<file path="src/rtl/seq_mult_responder_if.sv">
// seq_mult_responder_if
//   Operand/product handshake bundle for the sequential multiplier.
//   Parameter WIDTH : operand width; the product P is 2*WIDTH bits.
//   Signals:
//     in_valid  : master -> slave, operand pair present on A/B
//     in_ready  : slave  -> master, responder can accept an operand pair
//     A, B      : master -> slave, unsigned multiplicand / multiplier
//     out_valid : slave  -> master, P holds a finished product
//     out_ready : master -> slave, consumer accepts P
//     P         : slave  -> master, unsigned product
//   Modports: master (operand source / product sink), slave (responder).
interface seq_mult_responder_if #(
  parameter int WIDTH = 8
);
  logic               in_valid;
  logic               in_ready;
  logic [WIDTH-1:0]   A;
  logic [WIDTH-1:0]   B;
  logic               out_valid;
  logic               out_ready;
  logic [2*WIDTH-1:0] P;

  modport master (
    output in_valid, A, B, out_ready,
    input  in_ready, out_valid, P
  );

  modport slave (
    input  in_valid, A, B, out_ready,
    output in_ready, out_valid, P
  );
endinterface

</file>
<file path="src/rtl/seq_mult_responder.sv">
// seq_mult_responder
//   Shift-add unsigned multiplier, one multiplier bit per clock. Accepts an
//   operand pair on the input handshake, iterates in CALC, then presents the
//   product until the consumer takes it.
//   Parameters:
//     WIDTH : operand width (2..32), product is 2*WIDTH bits
//     CNT_W : width of the saturating delivered-product counter
//   Ports:
//     clk      : system clock, rising edge
//     rst_n    : asynchronous active-low reset
//     bus      : seq_mult_responder_if slave modport (in_valid/in_ready/A/B,
//                out_valid/out_ready/P)
//     busy     : high while in CALC or DONE
//     op_count : products delivered since reset, saturating at all-ones
//   Build option:
//     SEQ_MULT_EARLY_TERM_EN : when defined, CALC also ends as soon as the
//                              remaining multiplier bits are all zero.
//
//   state  | meaning
//   -------+-----------------------------------------------------
//   IDLE   | in_ready high, waiting for an operand pair
//   CALC   | one multiplier bit consumed per clock
//   DONE   | out_valid high, P held until out_ready
module seq_mult_responder #(
  parameter int WIDTH = 8,
  parameter int CNT_W = 16
) (
  input  logic                clk,
  input  logic                rst_n,
  seq_mult_responder_if.slave bus,
  output logic                busy,
  output logic [CNT_W-1:0]    op_count
);

  localparam int PW = 2 * WIDTH;
  localparam int BW = (WIDTH > 1) ? $clog2(WIDTH) : 1;

  localparam logic [1:0] S_IDLE = 2'd0;
  localparam logic [1:0] S_CALC = 2'd1;
  localparam logic [1:0] S_DONE = 2'd2;

  localparam logic [BW-1:0] LAST_BIT = BW'(WIDTH - 1);

  logic [1:0]       state;
  logic [PW-1:0]    mcand;
  logic [PW-1:0]    acc;
  logic [PW-1:0]    acc_next;
  logic [PW-1:0]    p_q;
  logic [WIDTH-1:0] mplier;
  logic [WIDTH-1:0] mplier_next;
  logic [BW-1:0]    bitcnt;
  logic             out_valid_q;
  logic             calc_last;

  // acc cannot overflow: the full product of two WIDTH-bit values fits in PW.
  always_comb begin
    acc_next = acc;
    if (mplier[0]) begin
      acc_next = acc + mcand;
    end
  end

  assign mplier_next = mplier >> 1;

`ifdef SEQ_MULT_EARLY_TERM_EN
  // Once the shifted multiplier is empty, further iterations add nothing.
  assign calc_last = (bitcnt == LAST_BIT) || (mplier_next == '0);
`else
  assign calc_last = (bitcnt == LAST_BIT);
`endif

  always_ff @(posedge clk or negedge rst_n) begin
    if (!rst_n) begin
      state       <= S_IDLE;
      mcand       <= '0;
      acc         <= '0;
      mplier      <= '0;
      bitcnt      <= '0;
      p_q         <= '0;
      out_valid_q <= 1'b0;
      op_count    <= '0;
    end else begin
      case (state)
        S_IDLE: begin
          if (bus.in_valid) begin
            mcand  <= {{WIDTH{1'b0}}, bus.A};
            mplier <= bus.B;
            acc    <= '0;
            bitcnt <= '0;
            state  <= S_CALC;
          end
        end
        S_CALC: begin
          acc    <= acc_next;
          mcand  <= mcand << 1;
          mplier <= mplier_next;
          bitcnt <= bitcnt + BW'(1);
          if (calc_last) begin
            p_q         <= acc_next;
            out_valid_q <= 1'b1;
            state       <= S_DONE;
          end
        end
        S_DONE: begin
          if (bus.out_ready) begin
            out_valid_q <= 1'b0;
            if (op_count != '1) begin
              op_count <= op_count + CNT_W'(1);
            end
            state <= S_IDLE;
          end
        end
        default: begin
          out_valid_q <= 1'b0;
          state       <= S_IDLE;
        end
      endcase
    end
  end

  assign bus.in_ready  = (state == S_IDLE);
  assign bus.out_valid = out_valid_q;
  assign bus.P         = p_q;
  assign busy          = (state == S_CALC) || (state == S_DONE);

endmodule

</file>
<file path="src/flat_wrapper.sv">
// flat-port wrapper written by rule: the top's interface ports become plain ports
module seq_mult_responder_flat 
#(
  parameter int WIDTH = 8,
  parameter int CNT_W = 16
)
  (clk, rst_n, busy, op_count, bus_in_valid, bus_A, bus_B, bus_out_ready, bus_in_ready, bus_out_valid, bus_P);
  seq_mult_responder_if #(.WIDTH(WIDTH)) bus_i ();
  input  logic clk;
  input  logic rst_n;
  output logic busy;
  output logic [CNT_W-1:0] op_count;
  input wire logic [$bits(bus_i.in_valid)-1:0] bus_in_valid;
  input wire logic [$bits(bus_i.A)-1:0] bus_A;
  input wire logic [$bits(bus_i.B)-1:0] bus_B;
  input wire logic [$bits(bus_i.out_ready)-1:0] bus_out_ready;
  output wire logic [$bits(bus_i.in_ready)-1:0] bus_in_ready;
  output wire logic [$bits(bus_i.out_valid)-1:0] bus_out_valid;
  output wire logic [$bits(bus_i.P)-1:0] bus_P;
  assign bus_i.in_valid = bus_in_valid;
  assign bus_i.A = bus_A;
  assign bus_i.B = bus_B;
  assign bus_i.out_ready = bus_out_ready;
  assign bus_in_ready = bus_i.in_ready;
  assign bus_out_valid = bus_i.out_valid;
  assign bus_P = bus_i.P;
  seq_mult_responder #(.WIDTH(WIDTH), .CNT_W(CNT_W)) u_core (.clk(clk), .rst_n(rst_n), .bus(bus_i), .busy(busy), .op_count(op_count));
endmodule
</file>
<file path="config.mk">
export PLATFORM = sky130hd
export DESIGN_NAME = seq_mult_responder_flat
export DESIGN_NICKNAME = d
export VERILOG_FILES = /design/src/rtl/seq_mult_responder_if.sv /design/src/rtl/seq_mult_responder.sv /design/src/flat_wrapper.sv
export SDC_FILE = /design/constraint.sdc
export NUM_CORES = 1
export LEC_CHECK = 0
export CAP_MARGIN = 25
export CELL_PAD_IN_SITES_DETAIL_PLACEMENT = 1
export CELL_PAD_IN_SITES_GLOBAL_PLACEMENT = 1
export CORE_ASPECT_RATIO = 1.2
export CORE_MARGIN = 2
export CORE_UTILIZATION = 39
export DETAILED_ROUTE_END_ITERATION = 16
export GPL_TIMING_DRIVEN = 0
export PLACE_DENSITY = 0.84
export SLEW_MARGIN = 5
export SYNTH_ARGS = -nofsm -noshare
export SYNTH_HDL_FRONTEND = slang
export SYNTH_SLANG_ARGS = --single-unit
</file>
<file path="constraint.sdc">
create_clock -name clk -period 2.35 [get_ports clk]
set_input_delay 0.235 -clock clk [delete_from_list [all_inputs] [get_ports clk]]
set_output_delay 0.235 -clock clk [all_outputs]
set_load 0.05 [all_outputs]
</file>
---- Yosys cells after proc, flatten, opt, wreduce, memory -nomap -nowiden ----
Cells that the tools add are included.
operators by class
  bitwise gates (word level) .............. 1
  add/subtract/negate cells ............... 3
  reduce and logical (&&, ||, !) cells .... 8
  mux-type cells .......................... 16
  eq/ne operators ......................... 7
operator list
  kind                   count
  $pmux 16 s2            2
  $mux 16                3
  $add 16x1->16 const B  1
  $add 16x16->16         1
  $ne 16x16->1 const B   1
  $pmux 8 s2             1
  $reduce_and 3->1       3
  $mux 8                 1
  $mux 2                 3
  $pmux 2 s3             1
  $pmux 3 s2             1
  $ne 2x2->1 const B     2
  $reduce_and 2->1       2
  $add 3x1->3 const B    1
  $eq 3x3->1 const B     1
  $mux 3                 1
  $pmux 1 s3             1
  $eq 2x1->1 const B     1
  $eq 2x2->1 const B     1
  $logic_not 2->1        1
  $mux 1                 2
  $ne 2x1->1 const B     1
  $reduce_bool 2->1      1
  $logic_or 1x1->1       1
  $not 1->1              1
word-level totals
  input bits .............................. 20
  register bits after elaboration ......... 78
  output and inout bits ................... 35

---- Longest topological paths before layout ----
  depth in word-level cells ............... 3
  mapped depth ............................ 9
  gate-level depth less buffers ........... 9

---- Worst setup path before layout ----
Ideal clock, no wire load.
  path type ............................... reg2reg
  from .................................... register u_core.acc[0]
  to ...................................... register u_core.p_q[14], in the netlist u_core.bus.P[14]
  slack ................................... 79 ps
  cell stages (with the launch flop) ...... 10
  clock period less this slack ............ 2271 ps
  arrival ................................. 2145 ps
  data required time ...................... 2224 ps
  path buffers ............................ 0
  cell sequence ........................... dfrtp_1 > ha_1 > fa_1 > a211oi_1 > o21ai_0 > a31oi_1 > o21ai_0 > xor2_1 > mux2i_1 > a21oi_1
between the ends
  longest elaborated chain between the ends .. 2
ends and longest elaborated chain
  item                    RTL line                  source
  from (decl)             seq_mult_responder.sv:46  logic [PW-1:0] acc;
  from (signal assigned)  seq_mult_responder.sv:94  acc <= acc_next;
  $add 16x16->16          seq_mult_responder.sv:59  acc_next = acc + mcand;
  $mux 16                 seq_mult_responder.sv:58  if (mplier[0]) begin
  to (signal assigned)    seq_mult_responder.sv:99  p_q <= acc_next;
  to (decl)               seq_mult_responder.sv:48  logic [PW-1:0] p_q;
Every way passes these cells.
A chain may end at the register's enable or synchronous reset.

---- Final worst setup path ----
  from .................................... register u_core.acc[1]
  to ...................................... register u_core.p_q[13], in the netlist u_core.bus.P[13]
The elaborated chain is that of the path after synthesis.

==> impl_results.md <==
* Via count of the first global-routing pass at between 3k and 4k
* Number of hold violations in the final report at 0
* Setup repair after global routing missed its margin: yes
* Placeable core region at between 10000 and 15000 µm²
* Worst setup SP type: flop
* Sum of internal, switching and leakage power at ~6.2 mW
* Effective utilization at floorplan at 40.36%
* Buffer depth of the longest clock path at 2
* IO Count at 55
* Critical Path End Type: flop
* Final critical path time including I/O delays and setup at 2.322 ns
* Top flip-flop cell by instance count after synthesis: sky130_fd_sc_hd__dfrtp_1
* Layout cell share with drive strength beyond 1 at 10.65%
* Sequential fraction of the synthesis area at between 40% and 50%
* Cell chain of the critical path: ha_1 > a211oi_1 > o21ai_2 > o211ai_1 > nor2b_4 > o21bai_2 > mux2i_1 > a211o_1
* Max Clock Skew at 0.009140 ns
* Tightest slew margin relative to the limit at about 49%
* Data required time of the critical path at around 2.6 ns
* Remaining routing DRC violations at 0
* Clock tree from TritonCTS: yes
* Number of buffer cells added on primary ports at 54
* Sequential cell area at ~2000 µm²
* Leakage dissipation at between 2 and 2.5 nW
* Total area of multi-input combinational cells at between 2000 and 2500 µm²
* Arrival time at the worst endpoint at 2.54 ns
* Final weighted congestion in routability-driven placement at about 0.89
* Post-synthesis async set-or-reset flop share at 100.0%
* Max-cap violations at 0
* Clk Latency, worst-skew pair at between 0.3 and 0.4 ns
* Net count after synthesis at 430
* Highest-count cells in the layout ignoring fill and taps: sky130_fd_sc_hd__dfrtp_1, sky130_fd_sc_hd__nand2_1, sky130_fd_sc_hd__clkdlybuf4s50_1
* Number of pins exceeding their max-slew limit in the final report at 0
* Post-route antenna net violation count at 0
* Synthesized cell area at 4080 µm²
* Die width at between 90 and 100 µm
* Chip Height at between 100 and 150 µm
* Final clock period utilization by the worst path at between 90% and 100%
* Placed wire-length estimate after detailed placement at 7716 µm
* Min-delay worst type: in -> async
* Routed wire per std cell at 17.75 µm
* Total iterations of the first detailed-routing run at 4
* Htree depth at 3
* Average instance area after synthesis at around 11 µm²
* Die Area at between 10000 and 15000 µm²
* Fraction of post-synthesis cell area in the top cell type by area at 47.84%
* Cell count after synthesis at 388
* Max stage delay cell, worst path: sky130_fd_sc_hd__dfrtp_1
* Leading area contributor after synthesis: sky130_fd_sc_hd__dfrtp_1
* Number of CTS-inserted buffers at 9
* Worst hold-check slack at 0.4076 ns
* Worst-path maximum fanout at 4
* Total power per unit cell area at 1204 nW/µm²
* Cell types occupying the most area after synthesis: sky130_fd_sc_hd__dfrtp_1, sky130_fd_sc_hd__mux2i_1, sky130_fd_sc_hd__ha_1
* Number of fill cells at 1115
* Post-synth EDFFs at 0
* Number of antenna violations at the first check in global routing at 0
* Yosys synthesis warning count at 0
* Root Buffer: sky130_fd_sc_hd__clkbuf_16
* Delay of the slowest critical-path stage at about 0.43 ns
* Worst setup path class: reg -> reg
* Peak supply drop at around 0.00052 V
* Largest net degree at the start of global routing at 42
* Ratio of routed vias to standard cells at 5.478
* Clk sink count at 78
* Clock-pin transition on the worst setup and hold timing paths at ~0.060 ns
* Total routing resource utilization after global routing at between 10% and 20%
* Final net count at 498
* Highest clock frequency the design can meet at roughly 0.43 GHz
* Antenna Diode Count at 0
* Detailed router's first-iteration violation count at 84
* Netlist cell types at 47
* FP Rows at 40
* Most common cell after layout, fill and taps aside: sky130_fd_sc_hd__dfrtp_1
* Wire length of the first global-routing pass at ~17000 µm
* Vias after detailed routing at approximately 3.2k
* Run status: completed
* Final setup violation count at 0
* Layout overhead on the synthesized area at 26.49%
* Worst slew pin tran at between 0.7 and 0.8 ns
* Register bit total from synthesis at just under 80
* Detailed-route wire length at between 10000 and 15000 µm
* Leftover overflow at the end of global routing at 0
[registers in the layout (all words and copies together) (netlist names)]
signal and cells:
u_core.bus.P 16, u_core.bitcnt 3, u_core.acc 16, u_core.bus.out_valid 1, u_core.mcand 16, u_core.mplier 8, u_core.op_count 16, u_core.state 2
[layout make-up]
cell class / instances / share of cell area, %
buffer: 17 / 1.624
clock buffer: 10 / 4.630
clock inverter: 5 / 1.139
inverter: 5 / 0.3636
multi-input combinational: 286 / 39.88
sequential: 78 / 37.82
tap: 126 / 3.055
timing repair buffer: 59 / 11.49
[cells by family (layout without fill, tap and decap cells)]
kind of cell             count (synthesis)  after routing  share of synthesized area, %
XOR/XNOR                                28             28                         6.011
AO/OA/AOI/OAI                          110            110                         17.51
AND/OR/NAND/NOR                         96             96                         11.68
buffers and inverters                   24             96                         2.607
flip-flops                              78             78                         47.84
multiplexers                            30             30                         7.421
adder cells (fa/ha/maj)                 22             22                         6.930
[metal layers]
layer,part of all wire (%),global-route usage (%)
met1,44,23.37
met2,51,34.62
met3,2.1,2.593
met4,3.1,10.46
met5,0,0
[path summary, 6_finish.rpt]
kind / from / to / slack (ns) / depth (start not counted)
max in group asynchronous: rst_n / u_core.acc[10] / 1.34 / 3
worst max register to register: u_core.acc[1] / u_core.bus.P[13] / 0.03 / 8
worst min-delay path: rst_n / u_core.bus.out_valid / 0.41 / 2
min in group clk: u_core.bus.P[12] / u_core.bus.P[12] / 0.48 / 2
worst min register to register: u_core.bus.P[12] / u_core.bus.P[12] / 0.48 / 2
worst max-delay path: u_core.acc[1] / u_core.bus.P[13] / 0.03 / 8
[repair_timing]
action / in CTS / in global routing
setup endpoints to repair: 15 / 28
hold endpoints to repair: 37 / 0
pin swaps: 3 / 2
buffers inserted: 3 / 0
hold buffers: 1 / 0
resized for setup: 6 / 13
[worst max-delay path: cells and delay by family (launching register included)]
| family | cells | cell delay [ns] |
|---|---|---|
| flip-flops | 1 | 0.43 |
| AO/OA/AOI/OAI | 5 | 1.06 |
| AND/OR/NAND/NOR | 1 | 0.23 |
| adder cells (fa/ha/maj) | 1 | 0.34 |
| multiplexers | 1 | 0.14 |
[cell usage after synthesis (2+ instances only)]
cell and count:
sky130_fd_sc_hd__dfrtp_1 78, sky130_fd_sc_hd__nor2b_1 3, sky130_fd_sc_hd__ha_1 21, sky130_fd_sc_hd__and2_1 3
sky130_fd_sc_hd__o211ai_1 3, sky130_fd_sc_hd__buf_6 2, sky130_fd_sc_hd__a31oi_1 4, sky130_fd_sc_hd__nand2_1 53
sky130_fd_sc_hd__a22o_1 21, sky130_fd_sc_hd__o21ai_0 45, sky130_fd_sc_hd__buf_1 2, sky130_fd_sc_hd__xor2_1 8
sky130_fd_sc_hd__a21oi_1 13, sky130_fd_sc_hd__inv_1 5, sky130_fd_sc_hd__o21bai_1 2, sky130_fd_sc_hd__a211oi_1 3
sky130_fd_sc_hd__nand3_1 6, sky130_fd_sc_hd__nand4_1 5, sky130_fd_sc_hd__and3_2 2, sky130_fd_sc_hd__a21o_1 10
sky130_fd_sc_hd__nor3_1 2, sky130_fd_sc_hd__mux2_2 2, sky130_fd_sc_hd__clkbuf_1 14, sky130_fd_sc_hd__xnor2_1 20
sky130_fd_sc_hd__mux2i_1 28, sky130_fd_sc_hd__nor3b_1 2, sky130_fd_sc_hd__nand2b_1 2, sky130_fd_sc_hd__nor2_1 10
[power breakdown]
group | leakage [nW] | internal [mW] | switching [mW]
logic | 1.16 | 1.08 | 1.72
registers | 1.05 | 1.69 | 0.325
clock network | 0.141 | 0.847 | 0.555
total | 2.35 | 3.62 | 2.60
[per-stage QoR]
step           cells  util [%]  TNS [ns]  area (µm²)  worst slack, ns
6_report         586     51.05         0        5161          0.02795
5_1_grt          586     51.05   -0.1347        5161         -0.04807
2_1_floorplan    388         -         0        4080          0.07877
3_3_place_gp     568     47.26   -130.21        4778           -1.665
3_5_place_dp     569     47.44    -1.382        4796          -0.3249
4_1_cts          588     50.82         0        5137          0.02307
Power figures use the tool's default switching activity.
